<file path="config.mk">
export PLATFORM = sky130hd
export DESIGN_NAME = q_update_flat
export DESIGN_NICKNAME = d
export VERILOG_FILES = /design/src/rtl/q_update_if.sv /design/src/rtl/q_update.sv /design/src/flat_wrapper.sv
export SDC_FILE = /design/constraint.sdc
export NUM_CORES = 2
export LEC_CHECK = 0
export BUFFER_PORTS_ARGS = -buffer_cell sky130_fd_sc_hd__buf_2
export CAP_MARGIN = 20
export CORE_UTILIZATION = 48
export DETAILED_ROUTE_END_ITERATION = 12
export GPL_TIMING_DRIVEN = 0
export PLACE_DENSITY = 0.61
export SLEW_MARGIN = 15
export SYNTH_ARGS = -nofsm -noshare
export SYNTH_HDL_FRONTEND = slang
export SYNTH_SLANG_ARGS = --single-unit
</file>
<file path="constraint.sdc">
create_clock -name clk -period 15.8 [get_ports clk]
set_input_delay 3.16 -clock clk [delete_from_list [all_inputs] [get_ports clk]]
set_output_delay 3.16 -clock clk [all_outputs]
set_load 0.01 [all_outputs]
</file>
<file path="src/rtl/q_update_if.sv">
// rtl/q_update_if.sv - transition/result bundle between the agent and q_update
//
// Purpose: carries one (s, a, s', r) transition into the Q-table updater and
//          the written value back out.
// Signals:
//   i_valid, i_st, i_at, i_next_st, i_reward   transition from the agent
//   o_ready                                     updater can accept this cycle
//   o_done, o_q_new                             write pulse and written value
//   o_at_max                                    argmax of Q(s',*) (QMAX_OUT_EN only)
// Macro: QMAX_OUT_EN adds o_at_max.
interface q_update_if #(
    parameter int STATES_WIDTH  = 4,
    parameter int ACTIONS_WIDTH = 2,
    parameter int Q_WIDTH       = 16
);
    logic                      i_valid;
    logic [STATES_WIDTH-1:0]   i_st;
    logic [ACTIONS_WIDTH-1:0]  i_at;
    logic [STATES_WIDTH-1:0]   i_next_st;
    logic signed [Q_WIDTH-1:0] i_reward;
    logic                      o_ready;
    logic                      o_done;
    logic signed [Q_WIDTH-1:0] o_q_new;
`ifdef QMAX_OUT_EN
    logic [ACTIONS_WIDTH-1:0]  o_at_max;
`endif

    modport master (
        output i_valid, i_st, i_at, i_next_st, i_reward,
        input  o_ready, o_done, o_q_new
`ifdef QMAX_OUT_EN
        , input o_at_max
`endif
    );

    modport slave (
        input  i_valid, i_st, i_at, i_next_st, i_reward,
        output o_ready, o_done, o_q_new
`ifdef QMAX_OUT_EN
        , output o_at_max
`endif
    );
endinterface

</file>
<file path="src/rtl/q_update.sv">
// rtl/q_update.sv - Q-table owner applying one temporal-difference update per transition
//
// Purpose: clears the Q-table after reset, then for each accepted transition
//          scans Q(s',*) for its max, reads Q(s,a) and writes
//          Q(s,a) += alpha*(r + gamma*maxQ(s',*) - Q(s,a)), saturated.
// Ports:
//   clk     rising-edge clock
//   rst_n   asynchronous active-low reset
//   bus     q_update_if.slave: transition in, o_ready / o_done / o_q_new out
// Macro: QMAX_OUT_EN exposes the scan argmax on bus.o_at_max.
module q_update #(
    parameter int STATES_WIDTH  = 4,
    parameter int ACTIONS_WIDTH = 2,
    parameter int Q_WIDTH       = 16,
    parameter int FRAC_BITS     = 8,
    parameter int ALPHA_SHIFT   = 1,
    parameter int GAMMA_SHIFT   = 3
) (
    input  logic      clk,
    input  logic      rst_n,
    q_update_if.slave bus
);
    localparam int IDX_W       = STATES_WIDTH + ACTIONS_WIDTH;
    localparam int NUM_ENTRIES = 2 ** IDX_W;
    localparam int EXT_W       = Q_WIDTH + 2;
    localparam logic signed [EXT_W-1:0] Q_MAX_X = {3'b000, {(Q_WIDTH-1){1'b1}}};
    localparam logic signed [EXT_W-1:0] Q_MIN_X = {3'b111, {(Q_WIDTH-1){1'b0}}};

    // The arithmetic does not depend on the binary point; only its sanity is checked.
    if (FRAC_BITS >= Q_WIDTH) begin : g_frac_check
        $error("FRAC_BITS must be smaller than Q_WIDTH");
    end

    typedef enum logic [2:0] {S_CLEAR, S_IDLE, S_SCAN, S_CALC, S_WRITE} state_t;

    state_t                     state_q, state_d;
    logic [IDX_W-1:0]           clr_idx_q, clr_idx_d;
    logic [ACTIONS_WIDTH-1:0]   k_q, k_d;
    logic [STATES_WIDTH-1:0]    st_q, st_d, nst_q, nst_d;
    logic [ACTIONS_WIDTH-1:0]   at_q, at_d;
    logic signed [Q_WIDTH-1:0]  rew_q, rew_d;
    logic signed [Q_WIDTH-1:0]  max_q, max_d;
    logic [ACTIONS_WIDTH-1:0]   argmax_q, argmax_d;
    logic signed [Q_WIDTH-1:0]  qsa_q, qsa_d;
    logic signed [Q_WIDTH-1:0]  qnew_q, qnew_d;
    logic signed [Q_WIDTH-1:0]  q_out_q, q_out_d;
    logic                       done_q, done_d;
`ifdef QMAX_OUT_EN
    logic [ACTIONS_WIDTH-1:0]   at_max_q, at_max_d;
`endif

    // Q-table: synchronous write, combinational read, cleared by the CLEAR sweep.
    logic signed [Q_WIDTH-1:0]  table_mem [NUM_ENTRIES];
    logic                       tbl_we;
    logic [IDX_W-1:0]           tbl_waddr;
    logic signed [Q_WIDTH-1:0]  tbl_wdata;
    logic signed [Q_WIDTH-1:0]  scan_val;
    logic signed [Q_WIDTH-1:0]  qsa_rd;

    always_ff @(posedge clk) begin
        if (tbl_we) begin
            table_mem[tbl_waddr] <= tbl_wdata;
        end
    end

    assign scan_val = table_mem[{nst_q, k_q}];
    assign qsa_rd   = table_mem[{st_q, at_q}];

    // Update arithmetic, widened by two bits so the intermediate sums cannot wrap.
    logic signed [EXT_W-1:0] max_x, q_x, r_x, gm_x, td_x, sum_x;
    logic signed [Q_WIDTH-1:0] q_sat;

    always_comb begin
        max_x = {{2{max_q[Q_WIDTH-1]}}, max_q};
        q_x   = {{2{qsa_q[Q_WIDTH-1]}}, qsa_q};
        r_x   = {{2{rew_q[Q_WIDTH-1]}}, rew_q};
        gm_x  = max_x - (max_x >>> GAMMA_SHIFT);
        td_x  = r_x + gm_x - q_x;
        sum_x = q_x + (td_x >>> ALPHA_SHIFT);
        if (sum_x > Q_MAX_X) begin
            q_sat = Q_MAX_X[Q_WIDTH-1:0];
        end else if (sum_x < Q_MIN_X) begin
            q_sat = Q_MIN_X[Q_WIDTH-1:0];
        end else begin
            q_sat = sum_x[Q_WIDTH-1:0];
        end
    end

    always_comb begin
        state_d   = state_q;
        clr_idx_d = clr_idx_q;
        k_d       = k_q;
        st_d      = st_q;
        at_d      = at_q;
        nst_d     = nst_q;
        rew_d     = rew_q;
        max_d     = max_q;
        argmax_d  = argmax_q;
        qsa_d     = qsa_q;
        qnew_d    = qnew_q;
        q_out_d   = q_out_q;
        done_d    = 1'b0;
`ifdef QMAX_OUT_EN
        at_max_d  = at_max_q;
`endif
        tbl_we    = 1'b0;
        tbl_waddr = clr_idx_q;
        tbl_wdata = '0;

        case (state_q)
            S_CLEAR: begin
                tbl_we    = 1'b1;
                tbl_waddr = clr_idx_q;
                clr_idx_d = clr_idx_q + 1'b1;
                if (clr_idx_q == {IDX_W{1'b1}}) begin
                    state_d = S_IDLE;
                end
            end
            S_IDLE: begin
                if (bus.i_valid) begin
                    st_d    = bus.i_st;
                    at_d    = bus.i_at;
                    nst_d   = bus.i_next_st;
                    rew_d   = bus.i_reward;
                    k_d     = '0;
                    state_d = S_SCAN;
                end
            end
            S_SCAN: begin
                // k=0 seeds the max; strict > keeps the lowest index on ties.
                if (k_q == '0 || scan_val > max_q) begin
                    max_d    = scan_val;
                    argmax_d = k_q;
                end
                if (k_q == '0) begin
                    qsa_d = qsa_rd;
                end
                k_d = k_q + 1'b1;
                if (k_q == {ACTIONS_WIDTH{1'b1}}) begin
                    state_d = S_CALC;
                end
            end
            S_CALC: begin
                qnew_d  = q_sat;
                state_d = S_WRITE;
            end
            S_WRITE: begin
                // The pulse and value become visible together with the table write.
                tbl_we    = 1'b1;
                tbl_waddr = {st_q, at_q};
                tbl_wdata = qnew_q;
                q_out_d   = qnew_q;
                done_d    = 1'b1;
`ifdef QMAX_OUT_EN
                at_max_d  = argmax_q;
`endif
                state_d   = S_IDLE;
            end
            default: begin
                state_d = S_CLEAR;
            end
        endcase
    end

    always_ff @(posedge clk or negedge rst_n) begin
        if (!rst_n) begin
            state_q   <= S_CLEAR;
            clr_idx_q <= '0;
            k_q       <= '0;
            st_q      <= '0;
            at_q      <= '0;
            nst_q     <= '0;
            rew_q     <= '0;
            max_q     <= '0;
            argmax_q  <= '0;
            qsa_q     <= '0;
            qnew_q    <= '0;
            q_out_q   <= '0;
            done_q    <= 1'b0;
`ifdef QMAX_OUT_EN
            at_max_q  <= '0;
`endif
        end else begin
            state_q   <= state_d;
            clr_idx_q <= clr_idx_d;
            k_q       <= k_d;
            st_q      <= st_d;
            at_q      <= at_d;
            nst_q     <= nst_d;
            rew_q     <= rew_d;
            max_q     <= max_d;
            argmax_q  <= argmax_d;
            qsa_q     <= qsa_d;
            qnew_q    <= qnew_d;
            q_out_q   <= q_out_d;
            done_q    <= done_d;
`ifdef QMAX_OUT_EN
            at_max_q  <= at_max_d;
`endif
        end
    end

    assign bus.o_ready = (state_q == S_IDLE);
    assign bus.o_done  = done_q;
    assign bus.o_q_new = q_out_q;
`ifdef QMAX_OUT_EN
    assign bus.o_at_max = at_max_q;
`endif

endmodule

</file>
<file path="src/flat_wrapper.sv">
// flat-port wrapper written by rule: the top's interface ports become plain ports
module q_update_flat 
#(
    parameter int STATES_WIDTH  = 4,
    parameter int ACTIONS_WIDTH = 2,
    parameter int Q_WIDTH       = 16,
    parameter int FRAC_BITS     = 8,
    parameter int ALPHA_SHIFT   = 1,
    parameter int GAMMA_SHIFT   = 3
)
  (clk, rst_n, bus_i_valid, bus_i_st, bus_i_at, bus_i_next_st, bus_i_reward, bus_o_ready, bus_o_done, bus_o_q_new);
  q_update_if #(.STATES_WIDTH(STATES_WIDTH), .ACTIONS_WIDTH(ACTIONS_WIDTH), .Q_WIDTH(Q_WIDTH)) bus_i ();
  input  logic clk;
  input  logic rst_n;
  input wire logic [$bits(bus_i.i_valid)-1:0] bus_i_valid;
  input wire logic [$bits(bus_i.i_st)-1:0] bus_i_st;
  input wire logic [$bits(bus_i.i_at)-1:0] bus_i_at;
  input wire logic [$bits(bus_i.i_next_st)-1:0] bus_i_next_st;
  input wire logic [$bits(bus_i.i_reward)-1:0] bus_i_reward;
  output wire logic [$bits(bus_i.o_ready)-1:0] bus_o_ready;
  output wire logic [$bits(bus_i.o_done)-1:0] bus_o_done;
  output wire logic [$bits(bus_i.o_q_new)-1:0] bus_o_q_new;
  assign bus_i.i_valid = bus_i_valid;
  assign bus_i.i_st = bus_i_st;
  assign bus_i.i_at = bus_i_at;
  assign bus_i.i_next_st = bus_i_next_st;
  assign bus_i.i_reward = bus_i_reward;
  assign bus_o_ready = bus_i.o_ready;
  assign bus_o_done = bus_i.o_done;
  assign bus_o_q_new = bus_i.o_q_new;
  q_update #(.STATES_WIDTH(STATES_WIDTH), .ACTIONS_WIDTH(ACTIONS_WIDTH), .Q_WIDTH(Q_WIDTH), .FRAC_BITS(FRAC_BITS), .ALPHA_SHIFT(ALPHA_SHIFT), .GAMMA_SHIFT(GAMMA_SHIFT)) u_core (.clk(clk), .rst_n(rst_n), .bus(bus_i));
endmodule
</file>
==> impl_metrics.py <==
metrics = {
    "grt": {
        "grt_max_degree": 68,
        "grt-ovfl-total": 0,
        "antenna_found_initial": 13,
        "grtUsageTotal": 0.3394,
        "grt_pass1_wl_um": 259500,
        "grt_pass1_vias": 32040,
    },
    "critical_path": {
        "rr_worst_depth": 17,
        "critical_path_required_ns": 16.39,
        "cp.depth": 17,
        "crit_type": "flop to flop",
        "crit_path_end_kind": "flop",
        "worstSetupStartpoint": "u_core.k_q[0]",
        "timing.rr.end": "u_core.max_q[10]",
        "cp_num_buf_inv": 4,
        "path_max_fanout": 10,
        "r2r-start": "u_core.k_q[0]",
        "startpoint_type": "flop",
        "cp_slowest_cell": "buf_2",
        "crit_arrival_ns": 8.12,
        "cpPeakStageDelay_ns": 0.61,
        "cp-endpoint": "u_core.max_q[10]",
        "critPathMostFrequentCell": "clkbuf_1",
        "r2r_slack_ns": 8.28,
        "critical_path.cell_chain": "clkbuf_1, clkbuf_1, buf_2, mux4_2, mux2_2, o22ai_1, nor2_1, a21oi_1, o21ai_0, ha_1, nand2_1, or3_1, a211oi_1, nor3_1, o2bb2ai_1, clkbuf_1, mux2_2",
        "critPathTopFamily": "buffers and inverters",
    },
    "drt": {
        "ant_nets": 0,
        "drt_iter0_markers": 4728,
        "via_count": 31490,
        "routed_wl_um": 188300,
        "drc": 0,
        "dr.pass1.iters": 7,
        "wl_per_cell_um": 42.13,
        "detail_route.vias_per_cell": 7.045,
    },
    "sta": {
        "tightest_slew_ns": 1.288,
        "hold_ws_ns": 0.4716,
        "fmax_mhz": 132.9,
        "fin_tns_setup_ns": 0,
        "final_max_slew_viol_count": 0,
        "skew_ns": 0.04023,
        "rsz0062_at_grt": "no",
        "min_period_ns": 7.525,
        "slew_headroom": 0.1411,
        "setup_viol": 0,
        "min_period_over_period": 0.4763,
        "finalHoldViolCount": 0,
    },
    "floorplan": {
        "initial_utilization": 0.4851,
        "die_y_um": 336.9,
        "boundaryPins": 47,
        "die-width_um": 336.9,
        "dieArea_um2": 113500,
        "rows": 122,
        "core_area_um2": 111000,
    },
    "clock_network": {
        "cts_hold_buf": 0,
        "clock-root-buffer": "clkbuf_16",
        "cts_tree": "built",
        "clkTransAtPathRegs_ns": 0.06,
        "cts_buffers": 119,
        "clk_path_buf_depth": 3,
        "clkLatencyLatePin_ns": 0.75,
        "h-tree-depth": 3,
        "cts_sinks": 1126,
        "post_cts_resized": 0,
        "post-cts-setup-buffer-count": 0,
    },
    "placement": {
        "place.gp.congestion": 1.002,
        "io_buffers": 46,
        "dp_hpwl_um": 129100,
        "post-place-cells": 4248,
    },
    "run": {
        "drv_cap": 0,
    },
    "min_path": {
        "hp-class": "flop to flop",
    },
    "logic_synthesis": {
        "synth-edff-count": 1024,
        "syn_nets": 2793,
        "ys_seq_area_frac": 0.6186,
        "syn-cell-area_um2": 53840,
        "avgSynthCellArea_um2": 20.13,
        "synth_warnings": 0,
        "synthFlopType": "edfxtp_1",
        "ys_async_sr_fraction": 0.09059,
        "ys_seq_elements": 1126,
        "synth_cell_type_count": 57,
        "synthCells": 2675,
    },
    "final_layout": {
        "nets": 3003,
        "drive_gt1_frac": 0.3783,
        "post_layout_nonfiller_instances": 4470,
        "area_delta_synth_final_pct": 13.67,
    },
    "status": {
        "status": "finished clean",
    },
}
-- cells in the final DEF (no fill, tap or decap), types with 9 or more instances in the layout --
master | Yosys | final
edfxtp_1 | 1024 | 1024
mux4_2 | 640 | 640
clkbuf_16 | 0 | 122
clkbuf_1 | 102 | 117
dfrtp_1 | 102 | 102
buf_2 | 35 | 86
inv_1 | 82 | 82
mux2_2 | 65 | 65
nor2_4 | 0 | 63
ha_1 | 56 | 56
nand2_1 | 54 | 54
o21ai_0 | 46 | 44
a21oi_1 | 39 | 39
nor2_1 | 101 | 37
a21o_1 | 36 | 36
fa_1 | 33 | 33
clkinv_1 | 1 | 31
xnor2_1 | 24 | 24
buf_4 | 18 | 18
buf_1 | 23 | 16
bufinv_16 | 0 | 16
o221a_2 | 15 | 15
clkinv_2 | 0 | 15
o22ai_1 | 13 | 13
buf_8 | 0 | 13
a22oi_1 | 12 | 12
and3_4 | 0 | 12
buf_6 | 0 | 12
clkbuf_2 | 0 | 11
nand3_1 | 11 | 11
a31oi_1 | 11 | 11
buf_16 | 0 | 11
mux2i_1 | 10 | 10
xor2_1 | 10 | 10
o21a_1 | 9 | 9
-- state kept, by name (all words and copies together) (netlist names), 4 cells and up --
name / cells
u_core.nst_q: 4
u_core.clr_idx_q: 6
u_core.qsa_q: 16
u_core.bus.o_q_new: 16
u_core.qnew_q: 16
u_core.st_q: 4
u_core.rew_q: 16
u_core.max_q: 16
u_core.table_mem: 1024
-- final cells by class --
type / instances / area [µm²]
antenna: 3 / 7.507
buffer: 178 / 800.8
clock buffer: 148 / 3161
tap: 1488 / 1862
fill: 8406 / 49780
timing repair buffer: 89 / 1018
sequential: 1126 / 33300
clock inverter: 67 / 747.0
multi-input combinational: 1287 / 19980
inverter: 84 / 315.3
-- cell families after synthesis --
family	count (synthesis)	share of synthesized area
mux	715	0.2832
simple gates	225	0.01871
compound gates	224	0.02838
fa+ha+maj	89	0.02529
flops	1126	0.6186
xor+xnor	34	0.005531
buf+inv	262	0.02034
-- worst min path at each step --
stage | endpoint | slack, ns | start | cells past startpoint
floorplan | u_core.max_q[2] | 0.48 | u_core.max_q[2] | 1
global placement | u_core.bus.o_q_new[11] | 0.45 | u_core.bus.o_q_new[11] | 1
detailed placement | u_core.bus.o_q_new[8] | 0.46 | u_core.bus.o_q_new[8] | 1
CTS | u_core.bus.o_q_new[8] | 0.47 | u_core.bus.o_q_new[8] | 1
global route | u_core.bus.o_q_new[11] | 0.49 | u_core.bus.o_q_new[11] | 1
finish | u_core.bus.o_q_new[15] | 0.47 | u_core.bus.o_q_new[15] | 1
-- synth_stat cells, types with 24 or more instances --
cell / instances / area share
dfrtp_1: 102 / 0.047
buf_2: 35 / 0.0033
a21o_1: 36 / 0.0050
a21oi_1: 39 / 0.0036
mux2_2: 65 / 0.014
edfxtp_1: 1024 / 0.57
fa_1: 33 / 0.012
ha_1: 56 / 0.013
clkbuf_1: 102 / 0.0071
xnor2_1: 24 / 0.0039
nand2_1: 54 / 0.0038
nor2_1: 101 / 0.0070
o21ai_0: 46 / 0.0043
inv_1: 82 / 0.0057
mux4_2: 640 / 0.27
-- per-layer routing --
metal,share of wire,global-route usage
met1,0.37,0.4527
met2,0.46,0.5169
met3,0.12,0.1019
met4,0.054,0.1528
met5,0.00039,0
-- per-stage QoR --
step,utilization,area (µm²),worst slack [ns]
6_report,0.5514,61190,8.275
5_1_grt,0.5514,61190,8.161
4_1_cts,0.5509,61130,8.471
3_5_place_dp,0.5156,57220,8.510
3_3_place_gp,0.5040,55930,7.983
2_1_floorplan,-,53840,10.25
Power is not shown: default switching activity piles up to over one toggle a cycle in this logic, so the estimate is an artifact.
